**src/rtl/wbs_accumulator_if.sv**
```systemverilog
`default_nettype none
// ============================================================================
// Module      : wbs_accumulator_if
// Description : Bundles the controller-facing operand inputs and the result
//               port of wbs_accumulator. The master side drives operands and
//               ready; the slave side is the accumulator.
// Revision    : 1.0 - initial release
// ============================================================================
interface wbs_accumulator_if #(
    parameter int DW = 6,
    parameter int AW = 13
);
    logic [DW-1:0] w_in;
    logic          load_w_in;
    logic          cnt_in;
    logic [DW-1:0] b_in;
    logic [DW-1:0] s_in;
    logic          ready_in;
    logic [AW-1:0] result_out;
    logic [DW-1:0] count_out;
    logic          valid_out;
    logic          busy_out;
    logic          lost_out;

    modport master (
        output w_in, load_w_in, cnt_in, b_in, s_in, ready_in,
        input  result_out, count_out, valid_out, busy_out, lost_out
    );

    modport slave (
        input  w_in, load_w_in, cnt_in, b_in, s_in, ready_in,
        output result_out, count_out, valid_out, busy_out, lost_out
    );
endinterface
`default_nettype wire

```
**src/rtl/wbs_accumulator.sv**
```systemverilog
`default_nettype none
// ============================================================================
// Module      : wbs_accumulator
// Description : Accumulates (b+s) over a loaded number of steps and presents
//               the sum on a valid/ready result port. Three-state FSM:
//               IDLE -> ACCUM -> DONE. All outputs are registered.
// Revision    : 1.0 - initial release
// ============================================================================
module wbs_accumulator #(
    parameter int DW = 6,
    parameter int AW = 13
) (
    input  wire logic        clk,
    input  wire logic        reset,
    wbs_accumulator_if.slave bus
);

    localparam logic [1:0]    C_IDLE      = 2'd0;
    localparam logic [1:0]    C_ACCUM     = 2'd1;
    localparam logic [1:0]    C_DONE      = 2'd2;
    localparam logic [DW-1:0] C_COUNT_ONE = {{(DW-1){1'b0}}, 1'b1};

    logic [1:0]    state_q, state_d;
    logic [DW-1:0] w_q, w_d;
    logic [DW-1:0] count_q, count_d;
    logic [AW-1:0] acc_q, acc_d;
    logic          valid_q, valid_d;
    logic          busy_q, busy_d;
    logic          lost_q, lost_d;

    // Per-step term is the zero-extended DW+1-bit operand sum, widened to AW
    logic [DW:0]   w_term;
    logic [AW-1:0] w_term_ext;
    logic [DW-1:0] w_count_inc;

    assign w_term      = {1'b0, bus.b_in} + {1'b0, bus.s_in};
    assign w_term_ext  = {{(AW-DW-1){1'b0}}, w_term};
    assign w_count_inc = count_q + C_COUNT_ONE;

    // Next-state and datapath updates; a load always restarts from scratch
    always_comb begin
        state_d = state_q;
        w_d     = w_q;
        count_d = count_q;
        acc_d   = acc_q;
        lost_d  = 1'b0;

        case (state_q)
            C_IDLE: begin
                if (bus.load_w_in) begin
                    w_d     = bus.w_in;
                    count_d = '0;
                    acc_d   = '0;
                    state_d = (bus.w_in != '0) ? C_ACCUM : C_DONE;
                end
            end
            C_ACCUM: begin
                if (bus.load_w_in) begin
                    // Abort: the partial sum is discarded, no result emitted
                    w_d     = bus.w_in;
                    count_d = '0;
                    acc_d   = '0;
                    state_d = (bus.w_in != '0) ? C_ACCUM : C_DONE;
                end else if (bus.cnt_in) begin
                    acc_d   = acc_q + w_term_ext;
                    count_d = w_count_inc;
                    if (w_count_inc == w_q) begin
                        state_d = C_DONE;
                    end
                end
            end
            C_DONE: begin
                if (bus.ready_in) begin
                    if (bus.load_w_in) begin
                        // Accept and start the next operation in one cycle
                        w_d     = bus.w_in;
                        count_d = '0;
                        acc_d   = '0;
                        state_d = (bus.w_in != '0) ? C_ACCUM : C_DONE;
                    end else begin
                        state_d = C_IDLE;
                    end
                end else if (bus.load_w_in) begin
                    // Result still pending: the load cannot be honoured
                    lost_d = 1'b1;
                end
            end
            default: begin
                state_d = C_IDLE;
            end
        endcase

        valid_d = (state_d == C_DONE);
        busy_d  = (state_d == C_ACCUM);
    end

    // State and output registers with asynchronous clear
    always_ff @(posedge clk or posedge reset) begin
        if (reset) begin
            state_q <= C_IDLE;
            w_q     <= '0;
            count_q <= '0;
            acc_q   <= '0;
            valid_q <= 1'b0;
            busy_q  <= 1'b0;
            lost_q  <= 1'b0;
        end else begin
            state_q <= state_d;
            w_q     <= w_d;
            count_q <= count_d;
            acc_q   <= acc_d;
            valid_q <= valid_d;
            busy_q  <= busy_d;
            lost_q  <= lost_d;
        end
    end

    assign bus.result_out = acc_q;
    assign bus.count_out  = count_q;
    assign bus.valid_out  = valid_q;
    assign bus.busy_out   = busy_q;
    assign bus.lost_out   = lost_q;

endmodule
`default_nettype wire

```
**src/flat_wrapper.sv**
```systemverilog
// flat-port wrapper written by rule: the top's interface ports become plain ports
module wbs_accumulator_flat 
#(
    parameter int DW = 6,
    parameter int AW = 13
)
  (clk, reset, bus_w_in, bus_load_w_in, bus_cnt_in, bus_b_in, bus_s_in, bus_ready_in, bus_result_out, bus_count_out, bus_valid_out, bus_busy_out, bus_lost_out);
  wbs_accumulator_if #(.DW(DW), .AW(AW)) bus_i ();
  input  wire logic clk;
  input  wire logic reset;
  input wire logic [$bits(bus_i.w_in)-1:0] bus_w_in;
  input wire logic [$bits(bus_i.load_w_in)-1:0] bus_load_w_in;
  input wire logic [$bits(bus_i.cnt_in)-1:0] bus_cnt_in;
  input wire logic [$bits(bus_i.b_in)-1:0] bus_b_in;
  input wire logic [$bits(bus_i.s_in)-1:0] bus_s_in;
  input wire logic [$bits(bus_i.ready_in)-1:0] bus_ready_in;
  output wire logic [$bits(bus_i.result_out)-1:0] bus_result_out;
  output wire logic [$bits(bus_i.count_out)-1:0] bus_count_out;
  output wire logic [$bits(bus_i.valid_out)-1:0] bus_valid_out;
  output wire logic [$bits(bus_i.busy_out)-1:0] bus_busy_out;
  output wire logic [$bits(bus_i.lost_out)-1:0] bus_lost_out;
  assign bus_i.w_in = bus_w_in;
  assign bus_i.load_w_in = bus_load_w_in;
  assign bus_i.cnt_in = bus_cnt_in;
  assign bus_i.b_in = bus_b_in;
  assign bus_i.s_in = bus_s_in;
  assign bus_i.ready_in = bus_ready_in;
  assign bus_result_out = bus_i.result_out;
  assign bus_count_out = bus_i.count_out;
  assign bus_valid_out = bus_i.valid_out;
  assign bus_busy_out = bus_i.busy_out;
  assign bus_lost_out = bus_i.lost_out;
  wbs_accumulator #(.DW(DW), .AW(AW)) u_core (.clk(clk), .reset(reset), .bus(bus_i));
endmodule
```
**config.mk**
```make
export PLATFORM = sky130hd
export DESIGN_NAME = wbs_accumulator_flat
export DESIGN_NICKNAME = d
export VERILOG_FILES = /design/src/rtl/wbs_accumulator_if.sv /design/src/rtl/wbs_accumulator.sv /design/src/flat_wrapper.sv
export SDC_FILE = /design/constraint.sdc
export NUM_CORES = 1
export LEC_CHECK = 0
export CORE_MARGIN = 8
export CORE_UTILIZATION = 25
export CTS_BUF_LIST = sky130_fd_sc_hd__clkbuf_2
export CTS_CLUSTER_DIAMETER = 80
export DETAILED_ROUTE_END_ITERATION = 10
export GPL_ROUTABILITY_DRIVEN = 0
export SYNTH_ARGS = -nofsm -noshare
export SYNTH_HDL_FRONTEND = slang
export SYNTH_SLANG_ARGS = --single-unit
export TNS_END_PERCENT = 30
```
**constraint.sdc**
```tcl
create_clock -name clk -period 5 [get_ports clk]
set_clock_uncertainty 0.05 [all_clocks]
set_input_delay 1 -clock clk [delete_from_list [all_inputs] [get_ports clk]]
set_output_delay 1 -clock clk [all_outputs]
set_load 0.01 [all_outputs]
```
==> run_results.csv <==
group,metric,value,unit
clocking,post_cts_resized,0,
clocking,cts_tree,"built",
die,dieArea,0.0101,mm^2
finish,nNetsFinal,249,
die,die_w,100,um
worst_setup_path,cpMostUsedCell,"fa_1",
pwr,power.density,260,mW/mm^2
drt,dr.pass1.iters,4,
place,post-place-ws,1.19,ns
synth,yosys.area.top_type_share,0.422,
drt,wl_per_cell,13.7,um
drt,vias,1391,
pwr,power_frac_clock,0.192,
finish,fill_cells,724,
worst_setup_path,worstPathRequired,5.25,ns
synth,synth_fp_nets,201,
sta,finalHoldViolCount,0,
die,die_h,100,um
die,start_util,0.261,
sta,worst-slew-pin-transition,0.742,ns
synth,synth_area_leaders,"dfrtp_1 42%, fa_1 7.9%, o21ai_0 5.3%, mux2_2 5.1%, ha_1 4.9%",
sta,post-route-period-util,0.684,
sta,rsz0062_at_grt,"false",
sta,finalSetupTns,0,ns
clocking,htree_levels,2,
clocking,clk_pin_slew_worst_paths,0.15,ns
pwr,switching_share,0.340,
synth,yosys.area.top_type,"dfrtp_1",
worst_setup_path,setup.worst_path.start_class,"primary input",
synth,yosysSeqAreaShare,0.422,
synth,ys_ff_latch,30,
synth,syn_inst,164,
finish,fin_area,0.00236,mm^2
run,drv.max_cap_violation_count,0,
worst_setup_path,r2r-end,"u_core.bus.result_out[11]",
pwr,comb_power_share,0.347,
worst_setup_path,worstPathCellList,"clkdlybuf4s50_1, fa_1, ha_1, fa_1, a211oi_1, o21bai_1, a21oi_1, o21ai_0, a2bb2oi_1",
finish,fin_cells,309,
synth,yosys_warnings,0,
pwr,p_total,615,uW
min_path,whs_endpoint,"u_core.w_q[3]",
sta,fin_hold_ws,0.501,ns
worst_setup_path,r2r.worst_path.cells,8,
worst_setup_path,cp-end-kind,"register",
global_route,antenna_found_initial,0,
pwr,internal-power,406,uW
place,dp.final_hpwl,3250,um
place,dpl_cell_area,0.00232,mm^2
worst_setup_path,path_max_fanout,6,
pwr,p_sw,209,uW
min_path,min-delay-start,"u_core.w_q[3]",
die,coreArea,0.00683,mm^2
drt,ant_nets,0,
drt,drtIter0Drc,37,
finish,diodes,0,
worst_setup_path,r2r-start,"u_core.bus.result_out[1]",
global_route,grt_pass1_vias,1450,
synth,syn_area_per_cell,10.9,um^2
finish,drive_gt1_frac,0.0892,
sta,drv_slew,0,
clocking,cts_buffers,5,
clocking,clk_path_buf_depth,2,
sta,period_needed,3.42,ns
clocking,cts_setup_buffers,0,
clocking,clock_latency,0.36,ns
clocking,clock-sinks,30,
worst_setup_path,worst-setup-path-type,"in -> reg",
pwr,peakVddDrop,0.000107,V
pwr,pwr-share-seq,0.461,
synth,yosys.cell_types.count,40,
place,portBuffers,44,
worst_setup_path,crit_slowest_cell,"clkdlybuf4s50_1",
global_route,grt_usage,0.0904,
finish,fin_util,0.346,
worst_setup_path,reg2reg_slack,2.20,ns
drt,wl,4250,um
worst_setup_path,cpPeakStageDelay,0.48,ns
global_route,overflow,0,
global_route,grt_pass1_wl,7030,um
sta,layout_setup_ws,1.58,ns
drt,route.detailed.drc,0,
drt,viasPerCell,4.50,
clocking,root_buffer,"clkbuf_2",
worst_setup_path,cp.arrival,3.67,ns
synth,synth_edf_count,0,
sta,relSlewSlack,0.506,
die,io_pins,45,
finish,syn_to_final_growth,32.7,%
min_path,hold_depth,1,
synth,synth_flop_cell,"dfrtp_1",
synth,syn_area,0.00178,mm^2
min_path,hold_class,"reg -> reg",
sta,fmax,292,MHz
global_route,grt_max_degree,31,
clocking,cts_hold_buf,0,
run_status,outcome,"finished, final reports clean",
pwr,leakage,0.995,nW
place,placed_cells,301,
sta,setup_viol,0,
synth,synthArstFlopShare,1.00,
die,row_count,30,
## sequential cells by signal (all words and copies together) (netlist names)
name and cells:
u_core.state_q 2, u_core.bus.busy_out 1, u_core.w_q 6, u_core.bus.count_out 6, u_core.bus.result_out 13, u_core.bus.lost_out 1, u_core.bus.valid_out 1
## synth_stat cells (4+ instances only)
| cell type | instances |
|---|---|
| o21ai_0 | 19 |
| xnor2_1 | 8 |
| nand3_1 | 4 |
| a22o_1 | 4 |
| nand2_1 | 11 |
| fa_1 | 7 |
| dfrtp_1 | 30 |
| ha_1 | 7 |
| xor2_1 | 4 |
| and3_1 | 4 |
| a21oi_1 | 5 |
| mux2_2 | 8 |
| a211oi_1 | 4 |
| nor2_1 | 6 |
## kinds of logic (layout without fill, tap and decap cells)
| group | after synthesis | in the layout | synth area share |
|---|---|---|---|
| AOI/OAI and AO/OA | 52 | 52 | 0.196 |
| and+or+nand+nor | 41 | 41 | 0.124 |
| DFF | 30 | 30 | 0.422 |
| adders and majority gates | 14 | 14 | 0.128 |
| xor gates and xnor gates | 12 | 12 | 0.0590 |
| muxes | 8 | 8 | 0.0506 |
| buffers and inverters | 7 | 56 | 0.0204 |
## placed cells by master, fill, tap and decap left out, types with 5 or more instances in the layout
cell type	n
o21ai_0	19
clkbuf_2	6
ha_1	7
a21oi_1	5
xnor2_1	8
mux2_2	8
clkdlybuf4s50_1	44
nor2_1	6
dfrtp_1	30
fa_1	7
nand2_1	11
## critical path, delay by kind of cell
family | cells | cell delay [ns]
adders and majority gates | 3 | 1.10
AOI/OAI and AO/OA | 5 | 1.08
buffers and inverters | 1 | 0.48
## per-layer routing
layer,up-vias,share of wire,GRT usage
met1,654,0.46,0.109
met4,0,0.014,0.0384
met5,-,0,0
met2,30,0.46,0.138
li1,701,-,-
met3,6,0.068,0.0367
## worst max path at each step
stage	from	slack [ns]	end	cells after the start
6_report	bus_s_in[1]	1.58	u_core.bus.result_out[11]	9
5_1_grt	bus_s_in[1]	1.38	u_core.bus.result_out[11]	9
4_1_cts	bus_s_in[1]	1.59	u_core.bus.result_out[11]	9
3_5_place_dp	bus_s_in[1]	1.19	u_core.bus.result_out[11]	9
3_3_place_gp	bus_s_in[1]	1.26	u_core.bus.result_out[11]	9
2_1_floorplan	bus_s_in[1]	1.89	u_core.bus.result_out[11]	8
## area by class of cell
| cell class | count | area [um^2] | area share |
|---|---|---|---|
| multi-input cells | 127 | 993 | 0.421 |
| clock buffers | 6 | 30.0 | 0.0127 |
| well taps | 96 | 120 | 0.0508 |
| inverters | 3 | 11.3 | 0.00477 |
| repair buffers | 45 | 448 | 0.190 |
| clock inverters | 2 | 8.76 | 0.00371 |
| flip-flops and latches | 30 | 751 | 0.318 |
## power groups by stage
stage / clock network (mW) / logic, mW / registers [mW]
CTS: 0.127 / 0.218 / 0.284
finish: 0.118 / 0.214 / 0.284
detailed placement: 0 / 0.215 / 0.289
global placement: 0 / 0.212 / 0.289
global route: 0.138 / 0.243 / 0.287
floorplan: 0 / 0.133 / 0.290
No activity file was read; power rests on OpenSTA's default activity.
